$ cat src/rtl/unidade_controle.sv
// unidade_controle: handshaked control FSM (IDLE/EXEC/WB) that accepts one
// instruction at a time, sequences multi-cycle ALU ops and a single
// write-back cycle, and drives one-hot register load enables.
// Optional feature macro: UC_ILLEGAL_CHK_EN. When it is defined, an
// out-of-range destination is flagged on `illegal` and the instruction is
// dropped. When it is not defined, `illegal` is tied low and the
// out-of-range write is silently dropped in WB.
module unidade_controle #(
  parameter  int OP_W     = 4,
  parameter  int NUM_REGS = 2,
  parameter  int ALU_LAT  = 1,
  localparam int SEL_W    = $clog2(NUM_REGS),
  localparam int CNT_W    = $clog2(ALU_LAT + 1)
) (
  input  logic                clk,
  input  logic                rst_n,
  input  logic                instr_valid,
  output logic                instr_ready,
  input  logic [OP_W-1:0]     instr_op,
  input  logic [SEL_W-1:0]    instr_dst,
  output logic [NUM_REGS-1:0] reg_load,
  output logic [OP_W-1:0]     ula,
  output logic                ula_start,
  output logic                busy,
  output logic                illegal
);

  typedef enum logic [1:0] {IDLE, EXEC, WB} state_t;

  state_t             state, state_n;
  logic [CNT_W-1:0]   cnt, cnt_n;
  logic [OP_W-1:0]    op_q, op_n;
  logic [SEL_W-1:0]   dst_q, dst_n;
  logic               ready_n, start_n, busy_n;
  logic [NUM_REGS-1:0] load_n;
  logic [OP_W-1:0]    ula_n;
  logic               bad_dst;

  // One-hot decode of a register index; indices past NUM_REGS decode to 0,
  // which is what drops an out-of-range write in WB.
  function automatic logic [NUM_REGS-1:0] onehot(input logic [SEL_W-1:0] d);
    logic [NUM_REGS-1:0] r;
    r = '0;
    for (int i = 0; i < NUM_REGS; i++) r[i] = (d == SEL_W'(i));
    return r;
  endfunction

`ifdef UC_ILLEGAL_CHK_EN
  localparam logic [SEL_W:0] NREGS = (SEL_W+1)'(NUM_REGS);
  logic illegal_n;

  // Out-of-range destination at acceptance is rejected without a write.
  assign bad_dst = ({1'b0, instr_dst} >= NREGS);

  // Illegal flag: one registered pulse in the cycle after acceptance.
  always_ff @(posedge clk or negedge rst_n) begin
    if (!rst_n) illegal <= 1'b0;
    else        illegal <= illegal_n;
  end
`else
  assign bad_dst = 1'b0;
  assign illegal = 1'b0;
`endif

  // Next-state and next-output logic; every output is registered below.
  always_comb begin
    state_n = state;
    cnt_n   = cnt;
    op_n    = op_q;
    dst_n   = dst_q;
    ready_n = 1'b0;
    start_n = 1'b0;
    load_n  = '0;
    ula_n   = '0;
`ifdef UC_ILLEGAL_CHK_EN
    illegal_n = 1'b0;
`endif
    case (state)
      IDLE: begin
        ready_n = 1'b1;
        if (instr_valid && instr_ready) begin
          op_n  = instr_op;
          dst_n = instr_dst;
          if (bad_dst) begin
`ifdef UC_ILLEGAL_CHK_EN
            illegal_n = 1'b1;
`endif
          end else if (instr_op == '0) begin
            // LD: straight to write-back, ALU code stays 0
            state_n = WB;
            ready_n = 1'b0;
            load_n  = onehot(instr_dst);
          end else if (instr_op != OP_W'(1)) begin
            // ALU op: start pulse on the first EXEC cycle only
            state_n = EXEC;
            ready_n = 1'b0;
            ula_n   = instr_op;
            start_n = 1'b1;
            cnt_n   = CNT_W'(ALU_LAT - 1);
          end
          // NOP: accepted, nothing changes, ready stays high
        end
      end
      EXEC: begin
        ula_n = op_q;
        if (cnt == '0) begin
          state_n = WB;
          load_n  = onehot(dst_q);
        end else begin
          cnt_n = cnt - CNT_W'(1);
        end
      end
      WB: begin
        state_n = IDLE;
        ready_n = 1'b1;
        cnt_n   = '0;
      end
      default: begin
        state_n = IDLE;
        cnt_n   = '0;
      end
    endcase
    busy_n = (state_n != IDLE);
  end

  // State, captured instruction and registered outputs.
  always_ff @(posedge clk or negedge rst_n) begin
    if (!rst_n) begin
      state       <= IDLE;
      cnt         <= '0;
      op_q        <= '0;
      dst_q       <= '0;
      instr_ready <= 1'b0;
      reg_load    <= '0;
      ula         <= '0;
      ula_start   <= 1'b0;
      busy        <= 1'b0;
    end else begin
      state       <= state_n;
      cnt         <= cnt_n;
      op_q        <= op_n;
      dst_q       <= dst_n;
      instr_ready <= ready_n;
      reg_load    <= load_n;
      ula         <= ula_n;
      ula_start   <= start_n;
      busy        <= busy_n;
    end
  end

endmodule
$ cat config.mk
export PLATFORM = sky130hd
export DESIGN_NAME = unidade_controle
export DESIGN_NICKNAME = d
export VERILOG_FILES = /design/src/rtl/unidade_controle.sv
export SDC_FILE = /design/constraint.sdc
export NUM_CORES = 1
export LEC_CHECK = 0
export CORE_ASPECT_RATIO = 0.8
export CORE_MARGIN = 4
export CORE_UTILIZATION = 30
export CTS_CLUSTER_DIAMETER = 80
export DETAILED_ROUTE_END_ITERATION = 6
export HOLD_SLACK_MARGIN = 0.03
export SETUP_SLACK_MARGIN = 0.5
export SYNTH_ARGS = -nofsm -noshare
export SYNTH_HDL_FRONTEND = slang
export SYNTH_SLANG_ARGS = --single-unit
$ cat constraint.sdc
create_clock -name clk -period 1.75 [get_ports clk]
set_input_delay 0.175 -clock clk [delete_from_list [all_inputs] [get_ports clk]]
set_output_delay 0.175 -clock clk [all_outputs]
set_load 0.01 [all_outputs]
# == Word-level counts from Yosys, hierarchy flattened ==
# Cells that the tools add are included.
# word_totals
reg_bits,17
latchBits,0
ramBits,0
mem_bits_ro,0
in_bits,8
output_inout_bits,10
elab_cells,50
mem_count,0
# classes
n_addsub,1
n_mul,0
n_div,0
order_cmp,0
n_eq_ne,6
shift,0
muxes,26
bitwise,2
reduce_logical,6
# op_table
cell,n
2-bit two-way mux,7
4-bit two-way mux,3
1-bit two-way mux,11
2-bit one-hot mux with 2 select lines,2
4-bit one-hot mux with 2 select lines,1
"2-bit inequality test, second input constant",3
4-bit logical NOT,1
"4-bit by 1-bit inequality test with 1-bit output, second input constant",1
1-bit one-hot mux with 2 select lines,2
3-bit AND reduction,1
"2-bit by 1-bit equality test with 1-bit output, second input constant",1
"2-bit equality test, second input constant",1
2-bit logical NOT,1
1-bit NOT,2
2-bit AND reduction,1
2-bit nonzero test,1
1-bit logical AND,1
"1-bit subtractor, second input constant",1

# == Depth between registers and ports, before layout ==
# logic_depth
word_depth,6
mapped_depth,3
depth_no_buf,2

# == Worst setup path before layout ==
# Ideal clock, no wire load.
# synth_path
path_kind,reg2reg
from,register state[1]
to,register dst_q
setup_time_ns,0.128
t_arrival_ns,1.050
t_required_ns,1.622
path_slack_ns,0.573
stages_incl_launch_ff,4
path_buffers,1
period_less_slack_ns,1.177
path_cell_list,dfrtp_1 > nand4bb_1 > buf_2 > mux2_1
# synth_via
elab_chain_cells,2
# synth_rtl
item,line,source
"start, declared",30,"state_t state, state_n;"
"start signal, assigned",139,state <= state_n;
2-bit logical NOT,78,case (state)
2-bit AND reduction (no source line),n/a,
"end signal, assigned",142,dst_q <= dst_n;
"end, declared",33,"logic [SEL_W-1:0] dst_q, dst_n;"
# No other way between the ends.
# A chain may end at the register's enable or synchronous reset.

# == Final worst setup path ==
# layout_path
from,input instr_op[3]
to,register reg_load[1]
# layout_via
elab_chain_cells,4
# layout_rtl
item,line,source
"start, declared",19,"input logic [OP_W-1:0] instr_op,"
4-bit logical NOT,88,end else if (instr_op == '0) begin
2-bit two-way mux,88,
2-bit two-way mux,81,if (instr_valid && instr_ready) begin
2-bit one-hot mux with 2 select lines,78,
named net load_n[1],35,logic [NUM_REGS-1:0] load_n;
"end signal, assigned",144,reg_load <= load_n;
"end, declared",21,"output logic [NUM_REGS-1:0] reg_load,"
# The timed path passes the listed nets, and every way through them passes these cells.

==> metrics.yaml <==
route:
  drc: 0
  avgViaCountPerCell: 4.89
  drtAntennaViolNets: 0
  vias: 465
  totalWireLength_um: 1430
  wire_per_inst_um: 15.1
  drt_first_pass_iters: 4
  drtIter0Drc: 5
synth:
  syn_nets: 56
  synth_area_leaders: "dfrtp_1 (61%), mux2_1 (8.6%), a22o_1 (4.0%), o32ai_1 (2.7%), o32ai_2 (2.5%)"
  syn_avg_cell_area_um2: 13.7
  synth-seq-cells: 16
  synth_enable_flop_cells: 0
  synth_top_area_share_pct: 61.0
  yosysWarnings: 0
  synth-async-reset-ratio_pct: 100
  yosysSeqAreaShare_pct: 61.0
  syn_inst: 48
  synth_ff_type: "dfrtp_1"
  synth.most_common_cell: "dfrtp_1"
  synth.largest_area_cell: "dfrtp_1"
  ys_top_cells_by_count: "dfrtp_1 (16), mux2_1 (5), a22o_1 (3)"
  yosysUniqueCellTypes: 23
  synth_area_um2: 657
pwr:
  switching_share_pct: 31.4
  pwr-share-seq_pct: 42.0
  power_frac_comb_pct: 44.3
  total_power_w: 0.00141
  powerDensity_mw_per_mm2: 1490
  net-switching-power_w: 0.000442
  power_frac_clock_pct: 13.7
  internal_power_w: 0.000964
  peakVddDrop_uv: 747
  p_leak_nw: 0.463
placement:
  placed_cells: 88
  gp_congestion: 0.693
  portBuffers: 16
  hpwl_um: 964
finish:
  final_util_pct: 47.7
  area_growth_pct: 43.8
  drive_gt1_share_pct: 29.6
  nNetsFinal: 81
  insertedDiodeCount: 0
  instances_no_fill: 95
  num-fill-cells: 194
sta:
  post-route-period-util_pct: 72.5
  setup_tns_ns: 0
  hold_viol: 0
  period_needed_ns: 1.27
  max_clock_freq_mhz: 788
  finalSetupViolCount: 0
  final_max_slew_viol_count: 0
  rsz0062_at_grt: "yes"
  skew_ns: 0.00419
grt:
  grt_pass1_wl_um: 2230
  grt_use_total_pct: 10.2
  grt_max_degree: 17
  grt.overflow.total: 0
  grt_pass1_vias: 486
  antenna_found_initial: 0
floorplan:
  die_h_um: 49.9
  chipWidth_um: 60.3
  design.die.area_mm2: 0.00301
  start_util_pct: 33.2
  core_area_mm2: 0.00198
  rows: 14
  ioPinCount: 18
job:
  maxCapViolCount: 0
setup_path:
  cp.required_ns: 1.95
  arrival_ns: 1.47
  rrSetupSlack_ns: 0.52
  reg2reg_depth: 3
  criticalPathCategory: "input port to flip-flop"
  rr_startpoint: "state[1]"
  end_kind: "flip-flop"
  r2r-end: "op_q[3]"
  cp-start-kind: "input port"
  crit_path_max_fanout: 5
clock_network:
  cts_max_level: 1
  clk_pin_slew_worst_paths_ns: 0.09
  clockBufferDepth: 2
  clk_latency_ns: 0.29
  cts_tree: "yes"
  numCtsBuffers: 3
  root_buffer: "clkbuf_4"
  clock_sinks: 16
hold_path:
  min-delay-path-class: "input port to async pin"
status:
  outcome: "complete, no violations"
[through the flow]
stage               worst slack, ns  hold slack [ns]  area, µm²
finish                        0.480            0.191        945
global route                  0.458            0.195        945
CTS                           0.516            0.195        878
detailed placement            0.171            0.473        850
global placement              0.187            0.472        850
floorplan                     0.573           -0.121        657
[area by class of cell]
class                           count  area (µm²)  area share [%]
Tap cell                           24        30.0            3.18
Timing Repair Buffer               22         199            21.1
Clock buffer                        3        22.5            2.38
Multi-Input combinational cell     28         284            30.1
Inverter                            2        7.51           0.795
Sequential cell                    16         402            42.5
[power groups by stage]
stage | combinational (W) | clock (W) | sequential (W)
floorplan | 0.000226 | 0 | 0.000636
global placement | 0.000486 | 0 | 0.000609
detailed placement | 0.000494 | 0 | 0.000618
CTS | 0.000494 | 0.000199 | 0.000588
global route | 0.000677 | 0.000222 | 0.000611
finish | 0.000622 | 0.000193 | 0.000590
[logic make-up after synthesis]
logic type	Yosys count	synth area share (%)
flops	16	61.0
other cells	1	0.571
simple gates	13	14.7
buf+inv	4	3.05
mux	5	8.57
compound gates	9	12.2
[metal layers]
metal | up-vias | share of wire, % | GRT usage, % | routed length (µm)
met3 | 3 | 8.5 | 5.74 | 121
met4 | 0 | 0.77 | 2.21 | 11
met2 | 15 | 45 | 14.4 | 638
li1 | 220 | - | - | -
met5 | - | 0 | 0 | 0
met1 | 227 | 46 | 13.4 | 660
[sequential cells by signal (all words and copies together), names as in the netlist]
name         flops
dst_q            1
op_q             4
ula_start        1
instr_ready      1
state            2
busy             1
reg_load         2
ula              4
[cells in the final DEF, fill, tap and decap left out, drive strengths merged]
cell type      instances
a21o                   1
a21oi                  1
a22o                   3
and3b                  1
and4bb                 1
buf                    6
clkbuf                 3
clkdlybuf4s50          5
conb                   1
dfrtp                 16
dlygate4sd2           11
inv                    2
mux2                   5
nand2                  1
nand2b                 2
nand4bb                1
nor2                   2
nor2b                  1
nor3                   1
o31ai                  1
o32ai                  3
or2b                   1
or4                    1
or4b                   1
[critical path: stages]
cell	delay, ns
clkdlybuf4s50_1	0.49
or4_4	0.54
o32ai_2	0.25
[worst max path at each step]
stage                            from  cells after the start          end  slack, ns
final                     instr_op[3]                      3  reg_load[1]       0.48
after global placement    instr_op[1]                      3  reg_load[1]       0.19
after global routing         state[0]                      3      op_q[3]       0.46
after CTS                 instr_ready                      4        dst_q       0.52
after floorplan              state[1]                      3        dst_q       0.57
after detailed placement  instr_op[1]                      3  reg_load[1]       0.17
[timing repair]
action / CTS / global route
resized for setup: 13 / 10
endpoints found under the setup margin: 18 / 8
pin swaps: 0 / 1
buffers inserted: 2 / 1
gates cloned: 0 / 1
hold buffers: 0 / 0
Note: power is estimated with default switching activity, not from simulation.
